### src/rtl/wb_pkg.sv
// Shared definitions for the Wishbone register slave: bus widths, FSM encoding
// and register map addresses.
package wb_pkg;

  localparam int unsigned ADDR_W = 4;
  localparam int unsigned DATA_W = 8;

  typedef enum logic [1:0] {
    StIdle = 2'b00,
    StWait = 2'b01,
    StAck  = 2'b10
  } wb_state_e;

  localparam logic [ADDR_W-1:0] ADDR_ID       = 4'h0;
  localparam logic [ADDR_W-1:0] ADDR_WCNT     = 4'h1;
  localparam logic [ADDR_W-1:0] ADDR_RW_FIRST = 4'h2;

  localparam int unsigned NUM_RW = 16 - 2;

endpackage

### src/rtl/wb_regfile.sv
// Register storage for the Wishbone slave: 14 read/write registers at 0x2..0xF
// plus the committed-write counter read at 0x1.
module wb_regfile
  import wb_pkg::*;
(
  input  logic              clk,
  input  logic              rst,
  input  logic              wr_en_i,
  input  logic [ADDR_W-1:0] wr_addr_i,
  input  logic [DATA_W-1:0] wr_data_i,
  input  logic [ADDR_W-1:0] rd_addr_i,
  output logic [DATA_W-1:0] rd_data_o
);

  logic [DATA_W-1:0] rw_q [NUM_RW];
  logic [DATA_W-1:0] wcnt_q;
  logic [ADDR_W-1:0] wr_idx;
  logic [ADDR_W-1:0] rd_idx;
  logic              wr_hit;

  assign wr_idx = wr_addr_i - ADDR_RW_FIRST;
  assign rd_idx = rd_addr_i - ADDR_RW_FIRST;
  // Writes to ID and WCNT are discarded and not counted.
  assign wr_hit = wr_en_i && (wr_addr_i >= ADDR_RW_FIRST);

  always_ff @(posedge clk or posedge rst) begin
    if (rst) begin
      for (int i = 0; i < NUM_RW; i++) begin
        rw_q[i] <= '0;
      end
      wcnt_q <= '0;
    end else if (wr_hit) begin
      rw_q[wr_idx] <= wr_data_i;
      wcnt_q       <= wcnt_q + 8'd1;
    end
  end

  always_comb begin
    rd_data_o = '0;
    if (rd_addr_i == ADDR_WCNT) begin
      rd_data_o = wcnt_q;
    end else if (rd_addr_i >= ADDR_RW_FIRST) begin
      rd_data_o = rw_q[rd_idx];
    end
  end

endmodule

### src/rtl/wishbone_reg_slave.sv
// Wishbone-classic register slave: latches a request, waits WAIT_STATES cycles
// (aborting if the strobe drops), then commits and acks for exactly one cycle.
module wishbone_reg_slave
  import wb_pkg::*;
#(
  parameter int unsigned       WAIT_STATES = 1,
  parameter logic [DATA_W-1:0] ID_VALUE    = 8'hA5
) (
  input  logic              clk,
  input  logic              rst,
  input  logic [ADDR_W-1:0] adr_i,
  input  logic [DATA_W-1:0] dat_i,
  input  logic              we_i,
  input  logic              cyc_i,
  input  logic              stb_i,
  output logic [DATA_W-1:0] dat_o,
  output logic              ack_o
);

  localparam logic [3:0] WaitLoad = (WAIT_STATES > 0) ? 4'(WAIT_STATES - 1) : 4'd0;

  wb_state_e         state_q, state_d;
  logic [3:0]        wait_cnt_q, wait_cnt_d;
  logic [ADDR_W-1:0] adr_q, adr_d;
  logic [DATA_W-1:0] wdat_q, wdat_d;
  logic              we_q, we_d;
  logic [DATA_W-1:0] dat_o_q, dat_o_d;
  logic              req;
  logic              enter_ack;
  logic              commit;
  logic [DATA_W-1:0] rf_rdata;
  logic [DATA_W-1:0] rd_mux;

  assign req = cyc_i & stb_i;

  always_ff @(posedge clk or posedge rst) begin
    if (rst) begin
      state_q    <= StIdle;
      wait_cnt_q <= '0;
      adr_q      <= '0;
      wdat_q     <= '0;
      we_q       <= 1'b0;
      dat_o_q    <= '0;
    end else begin
      state_q    <= state_d;
      wait_cnt_q <= wait_cnt_d;
      adr_q      <= adr_d;
      wdat_q     <= wdat_d;
      we_q       <= we_d;
      dat_o_q    <= dat_o_d;
    end
  end

  always_comb begin
    state_d    = state_q;
    wait_cnt_d = wait_cnt_q;
    adr_d      = adr_q;
    wdat_d     = wdat_q;
    we_d       = we_q;
    unique case (state_q)
      StIdle: begin
        if (req) begin
          adr_d      = adr_i;
          wdat_d     = dat_i;
          we_d       = we_i;
          wait_cnt_d = WaitLoad;
          state_d    = (WAIT_STATES > 0) ? StWait : StAck;
        end
      end
      StWait: begin
        if (!req) begin
          state_d = StIdle;
        end else if (wait_cnt_q == 4'd0) begin
          state_d = StAck;
        end else begin
          wait_cnt_d = wait_cnt_q - 4'd1;
        end
      end
      StAck:   state_d = StIdle;
      default: state_d = StIdle;
    endcase
  end

  // The *_d latch values are used so a zero-wait transfer commits from the
  // request accepted on this same edge.
  always_comb begin
    enter_ack = (state_d == StAck);
    commit    = enter_ack && we_d;
    rd_mux    = (adr_d == ADDR_ID) ? ID_VALUE : rf_rdata;
    dat_o_d   = (enter_ack && !we_d) ? rd_mux : '0;
    ack_o     = (state_q == StAck);
    dat_o     = dat_o_q;
  end

  wb_regfile u_regfile (
    .clk       (clk),
    .rst       (rst),
    .wr_en_i   (commit),
    .wr_addr_i (adr_d),
    .wr_data_i (wdat_d),
    .rd_addr_i (adr_d),
    .rd_data_o (rf_rdata)
  );

endmodule
### config.mk
export PLATFORM = sky130hd
export DESIGN_NAME = wishbone_reg_slave
export DESIGN_NICKNAME = d
export VERILOG_FILES = /design/src/rtl/wb_pkg.sv /design/src/rtl/wb_regfile.sv /design/src/rtl/wishbone_reg_slave.sv
export SDC_FILE = /design/constraint.sdc
export NUM_CORES = 1
export LEC_CHECK = 0
export ABC_AREA = 1
export CAP_MARGIN = 20
export CORE_AREA = 2 2 168 121
export DETAILED_ROUTE_END_ITERATION = 7
export DIE_AREA = 0 0 170 123
export SYNTH_ARGS = -nofsm -noshare
export SYNTH_HDL_FRONTEND = slang
export SYNTH_SLANG_ARGS = --single-unit
### constraint.sdc
create_clock -name clk -period 5.2 [get_ports clk]
set_input_delay 0.52 -clock clk [delete_from_list [all_inputs] [get_ports clk]]
set_output_delay 0.52 -clock clk [all_outputs]
set_load 0.005 [all_outputs]
### Word-level counts from Yosys, hierarchy flattened

Index checks and enable logic that the tools add are counted.

* register bits after elaboration: 147
* word-level logic and storage cells: 70
* bits of input ports: 17
* latch bits: 0
* output and inout bits: 9
* memories: 0
* ROM bits: 0
* RAM bits: 0

* div/mod/pow operators: 0
* equality and inequality tests: 7
* $lt $le $gt $ge: 3
* reductions and logical operators: 10
* add/sub/neg operators: 3
* multiplexer cells: 24
* multipliers: 0
* shift-type cells: 0
* bitwise operators: 2

Operators by type and width (count)
* bitwise mux 112 bit: 1
* 2-to-1 mux 8 bit: 9
* binary-select mux 8 bit (select 4 bit): 1
* demux 8 bit (select 4 bit): 1
* 2-to-1 mux 4 bit: 5
* adder 8 x 1 -> 8 bit (second input constant): 1
* logical NOT 4 bit: 2
* case mux 4 bit (2 select lines): 1
* 2-to-1 mux 2 bit: 3
* != test 2 bit (second input constant): 3
* >= comparator 5 bit (second input constant): 1
* less-than comparator 5 x 1 -> 1 bit (second input constant): 1
* inverter 4 -> 5 bit: 1
* == test 2 bit (second input constant): 2
* == test 4 x 1 -> 1 bit (second input constant): 1
* >= comparator 4 x 2 -> 1 bit (second input constant): 1
* logical AND 1 bit: 4
* case mux 2 bit (2 select lines): 1
* AND reduction 4 bit: 1
* subtractor 4 x 1 -> 4 bit (second input constant): 1
* subtractor 4 x 2 -> 4 bit (second input constant): 1
* == test 2 x 1 -> 1 bit (second input constant): 1
* logical NOT 2 bit: 1
* 2-to-1 mux 1 bit: 2
* other kinds (3): 3

### Logic depth before layout (Yosys ltp)

Gate-level depths: netlist of the first run.

* depth in word-level cells: 12
* depth in mapped cells: 16
* mapped depth without buffers: 14

### Hierarchy

A second synthesis of the first run with hierarchy kept.

* cell total of the unflattened synthesis: 905
* area, all modules: 7151.9 um^2

By module, submodules not included
* wb_regfile: times used 1, cells an instance 795, area an instance 5989.5 um^2
* wishbone_reg_slave: times used 1, cells an instance 110, area an instance 1162.4 um^2

### Worst setup path before layout of the first run

OpenSTA, ideal clock, no wires.

* path type: input to register
* from: input port cyc_i
* to: register u_regfile.rw_q[16] (netlist name)
* stages on the path: 12
* data required time: 5067 ps
* slack: 3167 ps
* arrival: 1900 ps
* path through: nand2_2 nor2_2 nand2_1 buf_2 o21ai_2 nor2_4 nand2_4 nor3_4 nand2_4 buf_6 nand2_1 o21ai_2

* cells in the longest elaborated chain, start to end: 10
* elaborated cells between the ends (all ways): 22
* those cells by class: 1 x add/sub; 3 x order compare; 1 x eq/ne; 12 x mux; 2 x bitwise; 3 x reduce/logical

RTL lines
* start: declaration: RTL line wishbone_reg_slave.sv:14 `input logic cyc_i,`
* bitwise AND 1 bit *: RTL line wishbone_reg_slave.sv:34 `assign req = cyc_i & stb_i;`
* 2-to-1 mux 4 bit: RTL line wishbone_reg_slave.sv:62 `if (req) begin`
* 2-to-1 mux 4 bit: RTL line wishbone_reg_slave.sv:60 `unique case (state_q)`
* subtractor 4 x 2 -> 4 bit: RTL line wb_regfile.sv:21 `assign wr_idx = wr_addr_i - ADDR_RW_FIRST;`
* inverter 4 -> 5 bit (implied by the code): RTL line wb_regfile.sv:33 `rw_q[wr_idx] <= wr_data_i;`
* >= comparator 5 bit (implied by the code) or less-than comparator 5 x 1 -> 1 bit (tied branches): RTL line wb_regfile.sv:33
* logical AND 1 bit (implied by the code): RTL line wb_regfile.sv:33
* 2-to-1 mux 8 bit (implied by the code): RTL line wb_regfile.sv:33
* demux 8 bit (select 4 bit): RTL line wb_regfile.sv:33
* bitwise mux 112 bit: RTL line wb_regfile.sv:33
* end signal: indexed assignment: RTL line wb_regfile.sv:33
* end: declaration: RTL line wb_regfile.sv:15 `logic [DATA_W-1:0] rw_q [NUM_RW];`

Every way passes the cells marked *; elsewhere a longest branch is shown, timed or not.
A chain may end at the register's enable or synchronous reset.

### Worst setup path after layout of the first run

* from: register state_q[1]
* to: register dat_o_q[2] (netlist: dat_o[2])

* cells in the longest elaborated chain, start to end: 11
* elaborated cells between the ends (all ways): 23
* those cells by class: 1 x add/sub; 1 x order compare; 3 x eq/ne; 13 x mux; 1 x bitwise; 4 x reduce/logical

RTL lines
* start: declaration: RTL line wishbone_reg_slave.sv:22 `wb_state_e state_q, state_d;`
* start signal: assignment: RTL line wishbone_reg_slave.sv:38 `state_q <= StIdle;`
* start signal: assignment: RTL line wishbone_reg_slave.sv:45 `state_q <= state_d;`
* logical NOT 2 bit: RTL line wishbone_reg_slave.sv:60
* 2-to-1 mux 4 bit: RTL line wishbone_reg_slave.sv:60
* subtractor 4 x 2 -> 4 bit: RTL line wb_regfile.sv:22 `assign rd_idx = rd_addr_i - ADDR_RW_FIRST;`
* inverter 4 -> 5 bit (implied by the code): RTL line wb_regfile.sv:43 `rd_data_o = rw_q[rd_idx];`
* binary-select mux 8 bit (select 4 bit): RTL line wb_regfile.sv:43
* 2-to-1 mux 8 bit (implied by the code) (2 in series): RTL line wb_regfile.sv:43
* 2-to-1 mux 8 bit: RTL line wb_regfile.sv:42 `end else if (rd_addr_i >= ADDR_RW_FIRST) begin`
* 2-to-1 mux 8 bit: RTL line wb_regfile.sv:40 `if (rd_addr_i == ADDR_WCNT) begin`
* 2-to-1 mux 8 bit: RTL line wishbone_reg_slave.sv:89 `rd_mux = (adr_d == ADDR_ID) ? ID_VALUE : rf_rdata;`
* 2-to-1 mux 8 bit *: RTL line wishbone_reg_slave.sv:90 `dat_o_d = (enter_ack && !we_d) ? rd_mux : '0;`
* net dat_o_d[2]: RTL line wishbone_reg_slave.sv:27 `logic [DATA_W-1:0] dat_o_q, dat_o_d;`
* end signal: assignment: RTL line wishbone_reg_slave.sv:50 `dat_o_q <= dat_o_d;`
* end: declaration: RTL line wishbone_reg_slave.sv:27

Mark *: on every way through the listed nets, which the timed path passes. The rest lies on a longest branch. The select of a mux whose other input is x is not followed.

==> results of run 1 <==
[kinds of logic after synthesis]
family | after synthesis
fa+ha+maj | 3
buf+inv | 154
xor+xnor | 6
flops | 147
compound gates | 139
simple gates | 514
[power by group through the flow]
| stage | sequential, W | combinational [W] | clock [W] |
|---|---|---|---|
| global route | 0.00131 | 0.00118 | 0.00129 |
| global placement | 0.00132 | 0.00104 | 0 |
| CTS | 0.00130 | 0.00105 | 0.00124 |
| floorplan | 0.00130 | 0.000777 | 0 |
| detailed placement | 0.00132 | 0.00104 | 0 |
| finish | 0.00130 | 0.00106 | 0.00123 |
[through the flow]
stage / cell area, µm² / util [%] / std cells
2_1_floorplan: 7590 / - / 963
3_3_place_gp: 7920 / 40.9 / 1198
3_5_place_dp: 7920 / 40.9 / 1198
4_1_cts: 8500 / 43.9 / 1230
5_1_grt: 8500 / 43.9 / 1230
6_report: 8500 / 43.9 / 1230
[worst register-to-register path: stages (launching register included)]
cell and delay, ps:
sky130_fd_sc_hd__dfrtp_1 440, sky130_fd_sc_hd__nor2_2 360, sky130_fd_sc_hd__nand3_1 550, sky130_fd_sc_hd__nand2_1 680, sky130_fd_sc_hd__buf_4 330, sky130_fd_sc_hd__nor2_1 60
sky130_fd_sc_hd__o21ai_0 310, sky130_fd_sc_hd__nand2_1 100, sky130_fd_sc_hd__nand2_1 70, sky130_fd_sc_hd__nand3_1 140, sky130_fd_sc_hd__nor2_1 130
[path summary, 6_finish.rpt]
path | endpoint | slack, ps | depth (start not counted)
hold / removal | wait_cnt_q[3] | 480 | 1
hold reg to reg | wait_cnt_q[3] | 480 | 1
setup reg to reg | dat_o[2] | 1960 | 10
min in group asynchronous | u_regfile.rw_q[110] | 550 | 2
max in group asynchronous | u_regfile.rw_q[56] | 3630 | 3
setup / recovery | dat_o[2] | 1960 | 10
[final cells by class]
type,instances,area [µm²]
clock buffer,21,450
clock inverter,11,128
fill,1938,10900
inverter,111,424
multi-input combinational,662,3220
sequential,147,3680
tap,247,309
timing repair buffer,31,295
[flip-flops by register name, summed over array words and instances, names as in the netlist]
register,flops
adr_q,4
dat_o,8
state_q,2
u_regfile.rw_q,112
u_regfile.wcnt_q,8
wait_cnt_q,4
wdat_q,8
we_q,1
[per-layer routing]
layer | global-route usage [%] | share of wire (%) | vias to the layer above
met4 | 5.24 | 1.4 | 0
met1 | 29.6 | 52 | 2813
met3 | 4.39 | 6.0 | 21
met2 | 28.3 | 40 | 166
met5 | 0 | 0 | -
li1 | - | - | 3022
[placed cells by master, fill, tap and decap left out, types with 2 or more instances in the layout]
cell type / netlist / layout
sky130_fd_sc_hd__nand2_1: 357 / 357
sky130_fd_sc_hd__dfrtp_1: 147 / 147
sky130_fd_sc_hd__inv_1: 106 / 105
sky130_fd_sc_hd__o21ai_1: 78 / 78
sky130_fd_sc_hd__nand3_1: 55 / 55
sky130_fd_sc_hd__nor2_1: 42 / 42
sky130_fd_sc_hd__o21ai_2: 35 / 35
sky130_fd_sc_hd__clkdlybuf4s50_1: 0 / 25
sky130_fd_sc_hd__clkbuf_16: 0 / 17
sky130_fd_sc_hd__o21ai_0: 15 / 15
sky130_fd_sc_hd__nand2_2: 14 / 14
sky130_fd_sc_hd__nand2_4: 10 / 10
sky130_fd_sc_hd__and2_1: 8 / 8
sky130_fd_sc_hd__a21oi_1: 8 / 8
sky130_fd_sc_hd__buf_4: 6 / 6
sky130_fd_sc_hd__nor2_4: 5 / 5
sky130_fd_sc_hd__xor2_1: 5 / 5
sky130_fd_sc_hd__nand3b_1: 4 / 4
sky130_fd_sc_hd__inv_6: 0 / 4
sky130_fd_sc_hd__nor3_1: 4 / 4
sky130_fd_sc_hd__inv_2: 4 / 4
sky130_fd_sc_hd__nand4_1: 3 / 3
sky130_fd_sc_hd__nor2_2: 3 / 3
sky130_fd_sc_hd__ha_1: 3 / 3
sky130_fd_sc_hd__clkbuf_1: 11 / 3
sky130_fd_sc_hd__clkinvlp_4: 0 / 3
sky130_fd_sc_hd__nor2_8: 2 / 2
sky130_fd_sc_hd__clkinv_2: 0 / 2
sky130_fd_sc_hd__bufinv_16: 0 / 2
==> results.cfg, run 1 <==
[cts]
post_cts.repair.setup_buffers = 0
cts_resized = 0
cts.root.buffer_cell = sky130_fd_sc_hd__clkbuf_16
htree_num_levels = 4
cts.path.max_buffers = 2
clock_sink_count = 147
cts_hold_buf = 0
cts_made_buffers = 17
cts_tree = done
clk_transition_reported_paths_ps = 60
clock_insertion_delay_worst_skew_ps = 430

[synthesis]
async_reset_ff_share_pct = 100
ys_top_cells_by_area = sky130_fd_sc_hd__dfrtp_1 (48%), sky130_fd_sc_hd__nand2_1 (18%), sky130_fd_sc_hd__inv_1 (5.2%), sky130_fd_sc_hd__o21ai_1 (5.1%), sky130_fd_sc_hd__o21ai_2 (4.0%)
yosys_warnings = 0
synth_top_area_share_pct = 48.5
synth_ff_type = sky130_fd_sc_hd__dfrtp_1
simple_logic_cell_fraction_of_the_synthesized_area_pct = 30.2
synth-adder-area-share_pct = 0.494
synth_area_leader_cell = sky130_fd_sc_hd__dfrtp_1
ys_ff_latch = 147
synth_edf_count = 0
synth-xor-area-share_pct = 0.692
yosys.cell_count.top_type = sky130_fd_sc_hd__nand2_1
part_of_the_yosys_area_used_for_sequential_elements_pct = 48.5
synth_top_family_by_area = simple AND/OR/NAND/NOR gates
mappedNetlistNets = 983
synth_compound_area_share_pct = 11.0
syn_area_per_cell_um2 = 7.88
synth_mux_area_share_pct = 0
synthesis.instances = 963
synthesized_cell_area_mm2 = 0.00759
synth.lib_cells_used.distinct = 38
post_synth_most_frequent_cells = sky130_fd_sc_hd__nand2_1 (357), sky130_fd_sc_hd__dfrtp_1 (147), sky130_fd_sc_hd__inv_1 (106)

[routing]
first_iter_violations = 454
wl_per_cell_um = 15.7
detailroute.via_count = 6022
remaining_drc_errors = 0
antenna_violation_net_count_after_detailed_routing = 0
drt-vias-per-instance = 4.90
detail_route.first_pass.iterations = 4
wirelength_mm = 19.3

[timing]
layout_worst_path_cycle_share_pct = 62.3
fin_setup_tns_ps = 0
final-setup-viol-count = 0
rsz0062_at_grt = no
hold_viol = 0
maximum_frequency_from_static_timing_analysis_mhz = 309
fin_worst_skew_ps = 10.0
final_setup_slack_of_the_worst_path_ps = 1960
max_slew_margin_pct = 35.7
finalMaxSlewViolations = 0
smallest_hold_slack_ps = 479
layout_min_cycle_time_ps = 3240
max_slew.worst_pin.slew_ps = 964

[power_and_ir_drop]
power.clock.fraction_pct = 34.2
power.density_mw_per_mm2 = 422
switchingPower_w = 0.00132
register_share_of_total_power_pct = 36.2
power_report.internal_total_w = 0.00226
total_power_w = 0.00358
p_leak_nw = 4.17
share_comb_of_total_power_pct = 29.6
swShare_pct = 36.9
worst_ir_drop_on_vdd_mv = 0.244

[grt]
maximum_number_of_pins_on_one_net_before_global_route_repair = 66
via_count_of_the_first_global_routing_pass = 5638
grt_first_pass_wirelength_mm = 31.0
globalRoute.totalOverflow = 0
grtUsageTotal_pct = 19.6
antenna_violations_before_repair = 0

[job]
timing.max_cap.violations = 0

[hold_path]
hp-class = reg -> reg
min_from = wait_cnt_q[3]

[critical_path]
max_stage_delay_ps = 680
critical_path.top_delay_family = simple AND/OR/NAND/NOR gates
crit_path_end_kind = flip-flop
worstSetupStartpointType = flip-flop
critical_path.n_buffers_inverters = 1
worst_setup_path_startpoint = state_q[1]
crit_path_cell_trace = nor2_2, nand3_1, nand2_1, buf_4, nor2_1, o21ai_0, nand2_1, nand2_1, nand3_1, nor2_1
cp_data_arrival_time_ps = 3600
critical-path-top-cell-by-count = sky130_fd_sc_hd__nand2_1
setup.worst_path.class = reg -> reg
worstReg2RegStart = state_q[1]
slowest_stage = sky130_fd_sc_hd__nand2_1
timing.critical_path.fanout_max = 15
cp_data_required_time_ps = 5560

[layout]
areaGrowthSynthToFinish_pct = 12.0
post_route_cells_drive_above_1_share_pct = 11.8
final_net_count = 990
n_antenna_cell = 0

[floorplan]
die_x_um = 170
initial_utilization_pct = 39.2
dieArea_mm2 = 0.0209
placeableCoreArea_mm2 = 0.0194
top_level_ports = 26
die_y_um = 123
std_cell_rows = 43

[status]
run_status = finished clean

[place]
placement.setup.worst_slack_ps = 1610
placement.io_buffers = 25
gp_congestion = 0.848
dp.final_hpwl_mm = 12.8
No activity file was read; power rests on OpenSTA's default activity.
==> run 2: changes to the inputs <==
Clock period 5.2 ns to 2.7 ns, I/O delays scaled along.
==> results.cfg, run 2 (synthesized netlist as in run 1, its figures left out) <==
[critical_path]
worstReg2RegStart = state_q[0]
timing.critical_path.fanout_max = 11
cp_data_arrival_time_ps = 2690
setup.worst_path.class = reg -> reg
worst_setup_path_startpoint = state_q[0]
worstSetupStartpointType = flip-flop
crit_path_end_kind = flip-flop
cp_data_required_time_ps = 2990

[layout]
post_route_cells_drive_above_1_share_pct = 13.9
final_net_count = 1014
fill_cells = 1901
n_antenna_cell = 0
areaGrowthSynthToFinish_pct = 16.3
layoutNonFillerInstCount = 1253
largest-register = u_regfile.rw_q
largest_register_ff_count = 112
layout_common_cells = sky130_fd_sc_hd__nand2_1 (357), sky130_fd_sc_hd__dfrtp_1 (147), sky130_fd_sc_hd__inv_1 (105)
final_core_util_pct = 45.6
most_common_cell_after_layout_fill_and_taps_aside = sky130_fd_sc_hd__nand2_1

[timing]
layout_min_cycle_time_ps = 2400
final-setup-viol-count = 0
max_slew_margin_pct = 39.2
rsz0062_at_grt = no
hold_viol = 0
fin_setup_tns_ps = 0
maximum_frequency_from_static_timing_analysis_mhz = 417
finalMaxSlewViolations = 0
max_slew.worst_pin.slew_ps = 911
smallest_hold_slack_ps = 325
fin_worst_skew_ps = 7.67
layout_worst_path_cycle_share_pct = 88.8

[grt]
globalRoute.totalOverflow = 0
antenna_violations_before_repair = 0
grtUsageTotal_pct = 20.2
via_count_of_the_first_global_routing_pass = 5673
maximum_number_of_pins_on_one_net_before_global_route_repair = 86
grt_first_pass_wirelength_mm = 31.8

[power_and_ir_drop]
power.density_mw_per_mm2 = 835
p_leak_nw = 4.34
worst_ir_drop_on_vdd_mv = 0.360
total_power_w = 0.00738

[routing]
remaining_drc_errors = 0
drt-vias-per-instance = 4.82
detailroute.via_count = 6044
detail_route.first_pass.iterations = 5
antenna_violation_net_count_after_detailed_routing = 0
wirelength_mm = 19.4
wl_per_cell_um = 15.5
first_iter_violations = 460

[floorplan]
die_y_um = 123
std_cell_rows = 43
die_x_um = 170
initial_utilization_pct = 39.2
top_level_ports = 26
placeableCoreArea_mm2 = 0.0194
dieArea_mm2 = 0.0209

[cts]
cts_tree = done
cts.path.max_buffers = 2
clock_sink_count = 147
cts_resized = 0
clock_insertion_delay_worst_skew_ps = 420
cts_made_buffers = 17
htree_num_levels = 4
cts.root.buffer_cell = sky130_fd_sc_hd__clkbuf_16
cts_hold_buf = 0
clk_transition_reported_paths_ps = 60
post_cts.repair.setup_buffers = 0

[status]
run_status = finished clean

[place]
gp_congestion = 0.878
placement.io_buffers = 25
placedCellCount = 1222
dp.final_hpwl_mm = 13.2

[hold_path]
hp-class = in -> async

[job]
timing.max_cap.violations = 0
run 2: changes by cell type in the layout (fill, tap and decap cells not counted), sizes merged:
| cell | change |
|---|---|
| inv | -3 |
| buf | +24 |
| clkbuf | -2 |
| bufinv | +3 |
| clkinv | +1 |
run 2: cell type report:
cell class | instances | area [µm²] | share of cell area, %
Inverter | 111 | 423 | 4.79
Clock buffer | 19 | 433 | 4.90
Multi-Input combinational cell | 662 | 3220 | 36.4
Tap cell | 247 | 309 | 3.50
Timing Repair Buffer | 55 | 563 | 6.38
Clock inverter | 12 | 205 | 2.32
Sequential cell | 147 | 3680 | 41.7
run 2: final timing paths:
check | endpoint | slack [ps] | cells after the start
worst max-delay path | dat_o[0] | 300 | 10
worst min-delay path | u_regfile.rw_q[20] | 320 | 3
worst max register to register | dat_o[0] | 300 | 10
worst min register to register | wait_cnt_q[3] | 470 | 1
max in group asynchronous | u_regfile.rw_q[2] | 1950 | 3
min in group clk | wait_cnt_q[3] | 470 | 1
run 2: worst max-delay path, cell delays in order, from the launching register on:
cell and delay, ps:
sky130_fd_sc_hd__dfrtp_1 420, sky130_fd_sc_hd__nor2_2 400, sky130_fd_sc_hd__or2_2 220, sky130_fd_sc_hd__nand2_4 100
sky130_fd_sc_hd__nand2_1 130, sky130_fd_sc_hd__nand2_1 130, sky130_fd_sc_hd__buf_12 180, sky130_fd_sc_hd__nor2_4 220
sky130_fd_sc_hd__nand2_1 120, sky130_fd_sc_hd__nand4_1 220, sky130_fd_sc_hd__a21oi_1 120
run 2: per-stage QoR:
step                      area, µm²  setup slack, ps
after floorplan                7590              583
after global placement         8190             84.9
after detailed placement       8190             51.5
after CTS                      8830              311
after global routing           8830             78.9
final                          8830              303
run 2: report_power, final:
| group | internal (W) | switching [W] |
|---|---|---|
| clock | 0.00164 | 0.000943 |
| combinational | 0.000725 | 0.00157 |
| sequential | 0.00239 | 0.000103 |
| total | 0.00476 | 0.00262 |
run 2: layer usage:
metal	track usage, %	wire, µm	vias up
li1	-	-	3063
met1	30.5	9890	2838
met2	28.3	7940	126
met3	5.25	1320	17
met4	5.61	289	0
met5	0	0	-
